--- config.mk ---
export PLATFORM = sky130hd
export DESIGN_NAME = oiia_tone_sequencer
export DESIGN_NICKNAME = d
export VERILOG_FILES = /design/src/rtl/oiia_tone_sequencer.sv
export SDC_FILE = /design/constraint.sdc
export NUM_CORES = 1
export LEC_CHECK = 0
export BUFFER_PORTS_ARGS = -buffer_cell sky130_fd_sc_hd__buf_2
export CAP_MARGIN = 30
export CORE_MARGIN = 2
export CORE_UTILIZATION = 45
export DETAILED_ROUTE_END_ITERATION = 10
export GPL_TIMING_DRIVEN = 0
export MAX_ROUTING_LAYER = met4
export PLACE_DENSITY = 0.65
export SYNTH_ARGS = -nofsm -noshare
export SYNTH_HDL_FRONTEND = slang
export SYNTH_SLANG_ARGS = --single-unit
--- constraint.sdc ---
create_clock -name clk -period 4.4 [get_ports clk]
set_input_delay 0.44 -clock clk [delete_from_list [all_inputs] [get_ports clk]]
set_output_delay 0.44 -clock clk [all_outputs]
set_load 0.02 [all_outputs]
--- src/rtl/oiia_tone_sequencer.sv ---
// Purpose : frame-locked "OI-I-A" chant generator; three square-wave notes, silent gaps, a rest, repeat.
// Latency : phase/busy update one clk after the deciding frame_tick; sound is registered (one clk).
// Backpr. : none; frame_tick is consumed unconditionally, enable only sampled in IDLE and at REST exit.
module oiia_tone_sequencer #(
  parameter int HP_W        = 16,
  parameter int HP_OI       = 14304,
  parameter int HP_I        = 11363,
  parameter int HP_A        = 19091,
  parameter int NOTE_FRAMES = 12,
  parameter int GAP_FRAMES  = 4,
  parameter int REST_FRAMES = 30
) (
  input  logic       clk,
  input  logic       reset,
  input  logic       frame_tick,
  input  logic       enable,
  output logic       sound,
  output logic [2:0] phase,
  output logic       busy
);

  function automatic int max3(input int a, input int b, input int c);
    int m;
    m = a;
    if (b > m) m = b;
    if (c > m) m = c;
    return m;
  endfunction

  localparam int MAX_DUR = max3(NOTE_FRAMES, GAP_FRAMES, REST_FRAMES);
  localparam int FC_W    = $clog2(MAX_DUR) + 1;

  typedef enum logic [2:0] {
    ST_IDLE = 3'd0,
    ST_OI   = 3'd1,
    ST_GAP1 = 3'd2,
    ST_I    = 3'd3,
    ST_GAP2 = 3'd4,
    ST_A    = 3'd5,
    ST_REST = 3'd6
  } state_t;

  state_t            r_state;
  state_t            w_next_state;
  state_t            w_succ;
  logic [FC_W-1:0]   r_frame_cnt;
  logic [FC_W-1:0]   w_frame_cnt_nxt;
  logic [FC_W-1:0]   w_dur_m1;
  logic [HP_W-1:0]   r_tone_cnt;
  logic [HP_W-1:0]   w_hp_m1;
  logic              w_tone_state;
  logic              r_sound;
  logic              r_busy;

  // Per-state frame duration, tone half-period and the state that follows when the duration expires.
  always_comb begin
    w_dur_m1     = '0;
    w_hp_m1      = '0;
    w_tone_state = 1'b0;
    w_succ       = ST_IDLE;
    case (r_state)
      ST_OI: begin
        w_dur_m1     = FC_W'(NOTE_FRAMES - 1);
        w_hp_m1      = HP_W'(HP_OI - 1);
        w_tone_state = 1'b1;
        w_succ       = ST_GAP1;
      end
      ST_GAP1: begin
        w_dur_m1 = FC_W'(GAP_FRAMES - 1);
        w_succ   = ST_I;
      end
      ST_I: begin
        w_dur_m1     = FC_W'(NOTE_FRAMES - 1);
        w_hp_m1      = HP_W'(HP_I - 1);
        w_tone_state = 1'b1;
        w_succ       = ST_GAP2;
      end
      ST_GAP2: begin
        w_dur_m1 = FC_W'(GAP_FRAMES - 1);
        w_succ   = ST_A;
      end
      ST_A: begin
        w_dur_m1     = FC_W'(NOTE_FRAMES - 1);
        w_hp_m1      = HP_W'(HP_A - 1);
        w_tone_state = 1'b1;
        w_succ       = ST_REST;
      end
      ST_REST: begin
        w_dur_m1 = FC_W'(REST_FRAMES - 1);
        // enable is only honoured here, so a mid-sequence deassert lets the chant finish.
        w_succ   = enable ? ST_OI : ST_IDLE;
      end
      default: begin
        w_succ = ST_IDLE;
      end
    endcase
  end

  // Next-state and frame counter: advance only on frame_tick; unused code 7 falls back to IDLE.
  always_comb begin
    w_next_state    = r_state;
    w_frame_cnt_nxt = r_frame_cnt;
    case (r_state)
      ST_IDLE: begin
        w_frame_cnt_nxt = '0;
        if (frame_tick && enable) w_next_state = ST_OI;
      end
      ST_OI, ST_GAP1, ST_I, ST_GAP2, ST_A, ST_REST: begin
        if (frame_tick) begin
          if (r_frame_cnt == w_dur_m1) begin
            w_next_state    = w_succ;
            w_frame_cnt_nxt = '0;
          end else begin
            w_frame_cnt_nxt = r_frame_cnt + FC_W'(1);
          end
        end
      end
      default: begin
        w_next_state    = ST_IDLE;
        w_frame_cnt_nxt = '0;
      end
    endcase
  end

  // State, frame counter and busy registers; busy decodes the next state so it lines up with phase.
  always_ff @(posedge clk) begin
    if (reset) begin
      r_state     <= ST_IDLE;
      r_frame_cnt <= '0;
      r_busy      <= 1'b0;
    end else begin
      r_state     <= w_next_state;
      r_frame_cnt <= w_frame_cnt_nxt;
      r_busy      <= (w_next_state != ST_IDLE);
    end
  end

  // Tone generator: a state change beats a coincident wrap so each note starts from a clean low phase.
  always_ff @(posedge clk) begin
    if (reset) begin
      r_tone_cnt <= '0;
      r_sound    <= 1'b0;
    end else if (w_next_state != r_state) begin
      r_tone_cnt <= '0;
      r_sound    <= 1'b0;
    end else if (w_tone_state) begin
      if (r_tone_cnt == w_hp_m1) begin
        r_tone_cnt <= '0;
        r_sound    <= ~r_sound;
      end else begin
        r_tone_cnt <= r_tone_cnt + HP_W'(1);
      end
    end else begin
      r_tone_cnt <= '0;
      r_sound    <= 1'b0;
    end
  end

  assign sound = r_sound;
  assign phase = r_state;
  assign busy  = r_busy;

endmodule

==> results.cfg, run 1 <==
[cts]
cts.path.max_buffers = 2
cts_made_buffers = 3
clk_pin_slew_ns = 0.15
htreeDepth = 1
cts_hold_buffers = 0
clk_latency_ns = 0.32
root_buffer = clkbuf_4
cts.repair.resized = 0
postCtsSetupBuffers = 0
cts_tree = yes
clock-sinks = 27

[floorplanning]
start_util_pct = 47.6
die_height_microns = 64.1
die_width_microns = 64.1
pin_count = 9
rows = 21
coreArea_sq_mm = 0.00342
die_area_sq_mm = 0.00411

[critical_path]
crit_path_start_kind = flop
cp_data_arrival_time_ns = 2.36
r2r_cells = 9
endpoint_kind = flop
critical_path.max_fanout = 10
critical_path_class = reg2reg
worstPathRequired_ns = 4.64

[timing]
tns_ns = 0
rsz0062_at_grt = false
setup_viol = 0
hold_viol = 0
skew_ns = 0.00300
drv_slew = 0
maxSlewHeadroom_pct = 70.0
layout_min_cycle_time_ns = 2.12
max_freq_mhz = 472
period_share_pct = 48.2
worst_pin_slew_ns = 0.450

[outcome]
status = finished, final reports clean

[synth]
seq_area_frac_synth_pct = 33.3
ys_ff_latch = 27
ys_async_sr_fraction_pct = 0
syn_inst = 197
yosysWarnings = 0
yosysUniqueCellTypes = 44
syn_avg_cell_area_sq_um = 8.25
synth_ff_type = dfxtp_1
synth_edf_count = 0
synth_nets = 203
synth_area_sq_mm = 0.00163

[drt]
top_layer = met4
antenna_left = 0
vias_per_cell = 5.46
drc = 0
wire_per_inst_microns = 13.4
route.met2.wl_mm = 1.64
vias = 1386
drt_iter0_drc = 109
wirelength_mm = 3.39
wirelength_met1_mm = 1.59
met3_length_microns = 125
dr.pass1.iters = 4

[placement]
place_area_sq_mm = 0.00172
dp_hpwl_mm = 2.59
port_buffers = 7
gp_congestion = 0.817

[finish]
diodes = 0
postLayoutCellArea_sq_mm = 0.00174
drive_above_1_share_pct = 13.5
n_fill_cell = 338
fin_nets = 215
syn_to_final_growth_pct = 7.31

[global_routing]
grt-ovfl-total = 0
grt_max_degree = 15
grt_usage_pct = 18.0
grt_pass1_vias = 1290
grt_pass1_wl_mm = 5.80
grt_antenna_before_repair = 0

[pwr]
switching_share_pct = 35.2
p_switching_uw = 205
p_per_area_mw_per_mm2 = 334
p_int_uw = 378
p_leak_nw = 0.641
vdd.ir_drop.worst_mv = 0.126
p_seq_share_pct = 45.3
clockPowerShare_pct = 18.8
power_frac_comb_pct = 35.9

[min_path]
min_delay_path_depth = 3
hp-class = in2reg

[run]
cap_viol_max_count = 0
metrics by stage:
stage,hold WS [ns],power (mW),utilization [%],instances,worst slack [ns]
floorplan,0.464,0.437,-,197,2.41
global placement,0.493,0.475,50.3,250,2.31
detailed placement,0.494,0.479,50.3,250,2.29
CTS,0.396,0.586,51.1,254,2.26
global route,0.414,0.615,51.1,254,2.12
finish,0.390,0.583,51.1,254,2.28
path summary, 6_finish.rpt:
kind / start / end / slack [ns]
worst max register to register: phase[1] / r_tone_cnt[14] / 2.28
worst max-delay path: phase[1] / r_tone_cnt[14] / 2.28
worst min register to register: r_tone_cnt[0] / r_tone_cnt[0] / 0.54
worst min-delay path: enable / phase[0] / 0.39
Yosys cell counts, drive strengths merged, types with 5 or more instances:
master	n	area, sq um
nand2b	6	37.5
dfxtp	27	541
nand3	15	80.1
nand4b	5	43.8
nor2	31	116
nor3	6	30.0
buf	6	57.6
nand4	6	37.5
nand2	23	86.3
o21ai	5	28.8
a21oi	7	38.8
xor2	13	114
placed cells by master (no fill, tap or decap), types with 2 or more instances in the layout:
| master | Yosys | layout |
|---|---|---|
| a21oi_1 | 6 | 6 |
| a31oi_1 | 2 | 2 |
| and2_1 | 2 | 2 |
| and3_1 | 4 | 4 |
| buf_2 | 1 | 8 |
| buf_6 | 4 | 4 |
| clkbuf_1 | 3 | 4 |
| clkbuf_4 | 0 | 3 |
| dfxtp_1 | 27 | 27 |
| ha_1 | 2 | 2 |
| inv_1 | 3 | 3 |
| mux2i_1 | 4 | 4 |
| nand2_1 | 23 | 23 |
| nand2b_1 | 6 | 6 |
| nand3_1 | 14 | 14 |
| nand3b_1 | 3 | 3 |
| nand4_1 | 6 | 6 |
| nand4b_1 | 5 | 5 |
| nor2_1 | 31 | 31 |
| nor3_1 | 6 | 6 |
| nor3b_1 | 2 | 2 |
| o21ai_0 | 4 | 4 |
| or3_1 | 2 | 2 |
| xnor2_1 | 4 | 4 |
| xor2_1 | 13 | 13 |
routing by layer:
layer	up-vias	GRT usage, %
met4	0	6.65
li1	706	-
met3	7	2.82
met5	-	-
met1	645	21.5
met2	28	30.5
cell type report:
type	count	area, sq um	share of cell area, %
repair buffers	7	35.0	2.01
clock buffers	4	26.3	1.51
multi-input cells	158	1000	57.6
inverters	3	11.3	0.646
well taps	46	57.6	3.30
flip-flops and latches	27	541	31.0
plain buffers	9	68.8	3.95
worst max-delay path, cell delays in order (launching register included):
cell       delay [ns]
dfxtp_1          0.37
buf_6            0.15
buf_4            0.18
nor3b_1          0.17
o21ai_0          0.12
a2111oi_2        0.38
nand4b_1         0.22
nand3_2          0.21
buf_6            0.16
nor2_1           0.05
flip-flops by register name (all words and copies together) (netlist names):
| signal | cells |
|---|---|
| r_tone_cnt | 16 |
| phase | 3 |
| busy | 1 |
| r_frame_cnt | 6 |
| sound | 1 |
power groups by stage:
stage	combinational, mW	sequential, mW	clock (mW)
3_3_place_gp	0.206	0.269	0
6_report	0.209	0.264	0.110
2_1_floorplan	0.156	0.281	0
4_1_cts	0.209	0.265	0.113
3_5_place_dp	0.209	0.270	0
5_1_grt	0.228	0.266	0.121
logic make-up after synthesis:
| logic type | after synthesis | share of synthesized area (%) |
|---|---|---|
| flops | 27 | 33.3 |
| mux | 5 | 3.39 |
| xor+xnor | 17 | 9.16 |
| compound gates | 22 | 11.5 |
| simple gates | 111 | 35.6 |
| fa+ha+maj | 3 | 2.23 |
| buf+inv | 12 | 4.93 |
No activity file was read; power rests on OpenSTA's default activity.
==> run 2, diff against run 1 <==
--- a/config.mk
+++ b/config.mk
@@ -5,6 +5,7 @@
 export SDC_FILE = /design/constraint.sdc
 export NUM_CORES = 1
 export LEC_CHECK = 0
+export ABC_AREA = 1
 export BUFFER_PORTS_ARGS = -buffer_cell sky130_fd_sc_hd__buf_2
 export CAP_MARGIN = 30
 export CORE_MARGIN = 2
@@ -12,7 +13,7 @@
 export DETAILED_ROUTE_END_ITERATION = 10
 export GPL_TIMING_DRIVEN = 0
 export MAX_ROUTING_LAYER = met4
-export PLACE_DENSITY = 0.65
+export PLACE_DENSITY = 0.67
 export SYNTH_ARGS = -nofsm -noshare
 export SYNTH_HDL_FRONTEND = slang
 export SYNTH_SLANG_ARGS = --single-unit
==> constraint.sdc (replaced) <==
create_clock -name clk -period 1.8 [get_ports clk]
set_input_delay 0.18 -clock clk [delete_from_list [all_inputs] [get_ports clk]]
set_output_delay 0.18 -clock clk [all_outputs]
set_load 0.02 [all_outputs]
==> run 2 against run 1 <==
  * The run now ends with negative setup slack left
  * Non-clock buffer count increased by 7
  * Critical path depth increased by 3
  * Clock skew increased by 0.0084 ns
==> results.cfg, run 2 <==
[cts]
cts_hold_buffers = 0
clock-sinks = 27
cts.path.max_buffers = 2
root_buffer = clkbuf_8
clk_pin_slew_ns = 0.10
clk_latency_ns = 0.28
htreeDepth = 1
cts_tree = yes
cts_made_buffers = 3

[synth]
synth_ff_type = dfxtp_1
synth_edf_count = 0
yosysWarnings = 0
synth_top_area_share_pct = 32.7
synthTopCellsByCount = nand2_1, dfxtp_1, inv_1
synth_nets = 233
syn_avg_cell_area_sq_um = 7.28
yosysUniqueCellTypes = 29
ys_async_sr_fraction_pct = 0
synth_area_leaders = dfxtp_1, nand2_1, xor2_1
syn_inst = 227
yosysTopAreaCell = dfxtp_1
seq_area_frac_synth_pct = 32.7
ys_ff_latch = 27
synth_area_sq_mm = 0.00165
yosysMostFrequentCell = nand2_1

[placement]
port_buffers = 7
place_inst = 282
pre_cts_ws_ns = -0.214
gp_congestion = 0.833
dp_hpwl_mm = 2.44

[finish]
final-seq-area_sq_um = 553
largest_register_ffs = 16
diodes = 0
fin_nets = 258
drive_above_1_share_pct = 31.5
n_fill_cell = 350
syn_to_final_growth_pct = 25.8
final_cells = 299
layout_common_cells = nand2_1, inv_1, dfxtp_1
final_common_cell = nand2_1
multi_input_area_sq_mm = 0.00107
regMostFlops = r_tone_cnt

[drt]
dr.pass1.iters = 4
drt_iter0_drc = 80
met3_length_microns = 112
wirelength_met1_mm = 1.63
drc = 0
vias = 1479
wire_per_inst_microns = 12.4
route.met2.wl_mm = 1.93
vias_per_cell = 4.95
wirelength_mm = 3.71
top_layer = met4
antenna_left = 0

[floorplanning]
pin_count = 9
coreArea_sq_mm = 0.00361
rows = 22
die_width_microns = 64.6
start_util_pct = 45.8
die_height_microns = 64.6
die_area_sq_mm = 0.00417

[global_routing]
grt_usage_pct = 19.9
grt_pass1_vias = 1484
grt_pass1_wl_mm = 6.37
grt-ovfl-total = 0
grt_max_degree = 18
grt_antenna_before_repair = 0

[timing]
worst_pin_slew_ns = 0.403
period_share_pct = 103
maxSlewHeadroom_pct = 73.1
drv_slew = 0
max_freq_mhz = 538
setup_viol = 16
rsz0062_at_grt = true
hold-worst-slack_ns = 0.0655
layout_min_cycle_time_ns = 1.86
hold_viol = 0
worst_slack_ns = -0.0586
skew_ns = 0.0114

[critical_path]
crit_path_start_kind = flop
cp_data_arrival_time_ns = 2.08
critical_path_class = reg2reg
endpoint_kind = flop
critical_path.max_fanout = 6
worstPathRequired_ns = 2.02

[pwr]
vdd.ir_drop.worst_mv = 0.590
p_leak_nw = 0.873
p_per_area_mw_per_mm2 = 594

[outcome]
violations = negative setup slack
status = finished with violations

[run]
cap_viol_max_count = 0

[min_path]
hp-class = in2reg
[run 2: cell types whose count changed after synthesis, moves of 6 or more]
cell	delta
nand2_1	+21
nand2b_1	-6
inv_1	+24
inv_2	+6
nor2_1	-7
nor2_4	+10
nand3_1	+9
[run 2: timing repair]
item,4_1_cts,5_1_grt
resized for setup,28,14
endpoints found under the hold margin,0,0
buffers inserted,7,5
pin swaps,6,11
cloned,1,0
setup endpoints to repair,13,18
[run 2: per-stage QoR]
step | power (mW) | util (%) | area [sq um] | TNS (ns)
floorplan | 0.782 | - | 1660 | 0
global placement | 0.821 | 48.5 | 1750 | -0.998
detailed placement | 0.822 | 48.5 | 1750 | -0.956
CTS | 1.23 | 55.0 | 1980 | 0
global route | 1.31 | 57.6 | 2080 | -2.51
finish | 1.23 | 57.6 | 2080 | -0.467
[run 2: cell families after synthesis]
family / after synthesis / share of synthesized area, %
XOR/XNOR: 19 / 10.1
buffers and inverters: 37 / 9.92
AO/OA/AOI/OAI: 14 / 5.08
flip-flops: 27 / 32.7
AND/OR/NAND/NOR: 128 / 40.7
adder cells (fa/ha/maj): 2 / 1.51
[run 2: worst paths after layout]
| path | slack (ns) | start | to | cells after the start |
|---|---|---|---|---|
| worst max-delay path | -0.06 | phase[2] | r_tone_cnt[11] | 12 |
| worst max register to register | -0.06 | phase[2] | r_tone_cnt[11] | 12 |
| worst min-delay path | 0.07 | reset | phase[1] | 2 |
| worst min register to register | 0.47 | r_tone_cnt[0] | r_tone_cnt[0] | 1 |
[run 2: power breakdown]
| group | internal, mW | switching, mW |
|---|---|---|
| clock | 0.163 | 0.205 |
| sequential | 0.604 | 0.0157 |
| combinational | 0.0996 | 0.146 |
| total | 0.866 | 0.367 |
[run 2: cell type report]
class                           instances  share of cell area (%)
Tap cell                               48                    2.89
Clock buffer                            3                    1.99
Timing Repair Buffer                   20                    7.71
Buffer                                  3                    1.69
Sequential cell                        27                    26.6
Inverter                               34                    7.23
Clock inverter                          1                   0.422
Multi-Input combinational cell        163                    51.4
[run 2: critical path, stage by stage, from the launching register on]
cell and delay (ns):
dfxtp_4 0.40, buf_6 0.13, a21o_1 0.19, nand3_1 0.08, nand2_1 0.07, nand2_1 0.07, nor2_2 0.04, nand3_2 0.12
nand3_2 0.08, or2_1 0.24, buf_6 0.14, buf_12 0.14, nor2_4 0.08
[run 2: per-layer routing]
layer | vias to the layer above | global-route usage (%)
li1 | 768 | -
met1 | 683 | 23.3
met2 | 24 | 35.9
met3 | 4 | 3.82
met4 | 0 | 3.72
met5 | - | -
==> run 3, diff against run 2 <==
--- a/config.mk
+++ b/config.mk
@@ -14,6 +14,7 @@
 export GPL_TIMING_DRIVEN = 0
 export MAX_ROUTING_LAYER = met4
 export PLACE_DENSITY = 0.67
+export RECOVER_POWER = 50
 export SYNTH_ARGS = -nofsm -noshare
 export SYNTH_HDL_FRONTEND = slang
 export SYNTH_SLANG_ARGS = --single-unit
==> run 3 against run 2 <==
  * The run still ends with negative setup slack left
  * Sequential share of layout area up 0.064 points
  * Sequential cell count unchanged
  * Critical endpoint unchanged
  * Final cell count unchanged
  * Combinational power about the same
  * Non-clock buffer count unchanged
  * Worst hold slack better by 0.0031 ns
  * Worst setup slack better by 0.0055 ns
  * Clock power about the same
  * Total power down 0.34%
  * Register-to-register slack about the same
  * Design area down 0.24%
  * Maximum frequency up 0.29%
==> results.cfg, run 3 (synthesis results as in run 2) <==
[pwr]
clockPowerShare_pct = 29.9
vdd.ir_drop.worst_mv = 0.585
p_seq_share_pct = 50.4
p_per_area_mw_per_mm2 = 593
finalPower_mw = 1.23
switching_share_pct = 29.7
p_leak_nw = 0.865
p_switching_uw = 365
power_frac_comb_pct = 19.7
p_int_uw = 864

[run]
cap_viol_max_count = 0

[floorplanning]
die_width_microns = 64.6
die_area_sq_mm = 0.00417
rows = 22
coreArea_sq_mm = 0.00361
start_util_pct = 45.8
die_height_microns = 64.6
pin_count = 9

[finish]
final_common_cell = nand2_1
regMostFlops = r_tone_cnt
diodes = 0
drive_above_1_share_pct = 30.3
largest_register_ffs = 16
fin_nets = 258
layout_common_cells = nand2_1, inv_1, dfxtp_1
syn_to_final_growth_pct = 25.5

[drt]
met3_length_microns = 94
wirelength_mm = 3.70
top_layer = met4
drt_iter0_drc = 81
route.met2.wl_mm = 1.92
dr.pass1.iters = 4
antenna_left = 0
wire_per_inst_microns = 12.4
vias = 1489
vias_per_cell = 4.98
drc = 0
wirelength_met1_mm = 1.65

[critical_path]
critical_path_class = reg2reg
reg2reg_to = r_tone_cnt[11]
critical_path.max_fanout = 6
cp_data_arrival_time_ns = 2.08
ff2ff_setup_slack_ns = -0.05
crit_path_start_kind = flop
endpoint_kind = flop
rr_startpoint = phase[2]
r2r_cells = 12
worstPathRequired_ns = 2.02

[cts]
cts_tree = yes
cts.path.max_buffers = 2
clock-sinks = 27
cts_hold_buffers = 0
cts_made_buffers = 3
root_buffer = clkbuf_8
clk_pin_slew_ns = 0.10
htreeDepth = 1
clk_latency_ns = 0.28

[min_path]
hold_end = phase[1]
min-delay-start = reset
min_delay_path_depth = 2
hp-class = in2reg

[timing]
max_freq_mhz = 540
skew_ns = 0.0125
tns_ns = -0.369
layout_min_cycle_time_ns = 1.85
hold_viol = 0
maxSlewHeadroom_pct = 73.2
worst_pin_slew_ns = 0.402
worst_slack_ns = -0.0531
hold-worst-slack_ns = 0.0686
drv_slew = 0
rsz0062_at_grt = true
setup_viol = 15
period_share_pct = 103

[global_routing]
grt_pass1_wl_mm = 6.37
grt_pass1_vias = 1484
grt-ovfl-total = 0
grt_usage_pct = 19.9
grt_max_degree = 18
grt_antenna_before_repair = 0

[outcome]
status = finished with violations
violations = negative setup slack

[placement]
dp_hpwl_mm = 2.44
gp_congestion = 0.833
port_buffers = 7
pre_cts_ws_ns = -0.214
## run 3: changes by cell type in the layout (fill, tap and decap cells not counted)
cell	previous run	this run
nor2_1	16	17
nor2_2	8	7
buf_2	7	5
clkbuf_1	1	3
## run 3: repair_timing
action / CTS / global route
hold endpoints to repair: 0 / 0
pin swaps: 6 / 11
gates resized for setup: 28 / 14
setup endpoints to repair: 13 / 18
setup buffers: 7 / 5
cloned: 1 / 0
## run 3: layout make-up
cell class | count | area (sq um)
well taps | 48 | 60.1
clock buffers | 3 | 41.3
clock inverters | 1 | 8.76
fillers | 353 | 1530
flip-flops and latches | 27 | 553
plain buffers | 3 | 35.0
inverters | 34 | 150
multi-input cells | 163 | 1070
repair buffers | 20 | 158
## run 3: power groups by stage
stage / sequential, mW / combinational (mW) / clock [mW]
2_1_floorplan: 0.638 / 0.144 / 0
3_3_place_gp: 0.632 / 0.189 / 0
3_5_place_dp: 0.632 / 0.190 / 0
4_1_cts: 0.619 / 0.223 / 0.383
5_1_grt: 0.621 / 0.271 / 0.410
6_report: 0.620 / 0.242 / 0.367
## run 3: critical path: stages (launching register included)
cell and delay (ns):
dfxtp_4 0.40, buf_6 0.13, a21o_1 0.19, nand3_1 0.08
nand2_1 0.07, nand2_1 0.07, nor2_2 0.04, nand3_2 0.12
nand3_2 0.08, or2_1 0.24, buf_6 0.14, buf_12 0.14
nor2_4 0.08
## run 3: routing by layer
metal / up-vias / global-route usage, %
met5: - / -
met2: 21 / 35.9
met3: 6 / 3.82
met1: 688 / 23.3
met4: 0 / 3.72
li1: 774 / -
## run 3: worst max-delay path by stage
stage	slack (ns)	cells after the start	startpoint	to
global route	-0.17	12	phase[2]	r_tone_cnt[11]
global placement	-0.24	8	r_tone_cnt[0]	r_tone_cnt[12]
detailed placement	-0.21	8	r_tone_cnt[0]	r_tone_cnt[12]
CTS	0.0007	13	phase[1]	r_tone_cnt[1]
finish	-0.05	12	phase[2]	r_tone_cnt[11]
floorplan	0.08	13	phase[1]	r_tone_cnt[10]
## run 3: per-stage QoR
step,instance area [sq um],instances,utilization [%]
detailed placement,1750,282,48.5
floorplan,1660,227,-
global route,2070,299,57.5
global placement,1750,282,48.5
finish,2070,299,57.5
CTS,1980,294,55.0
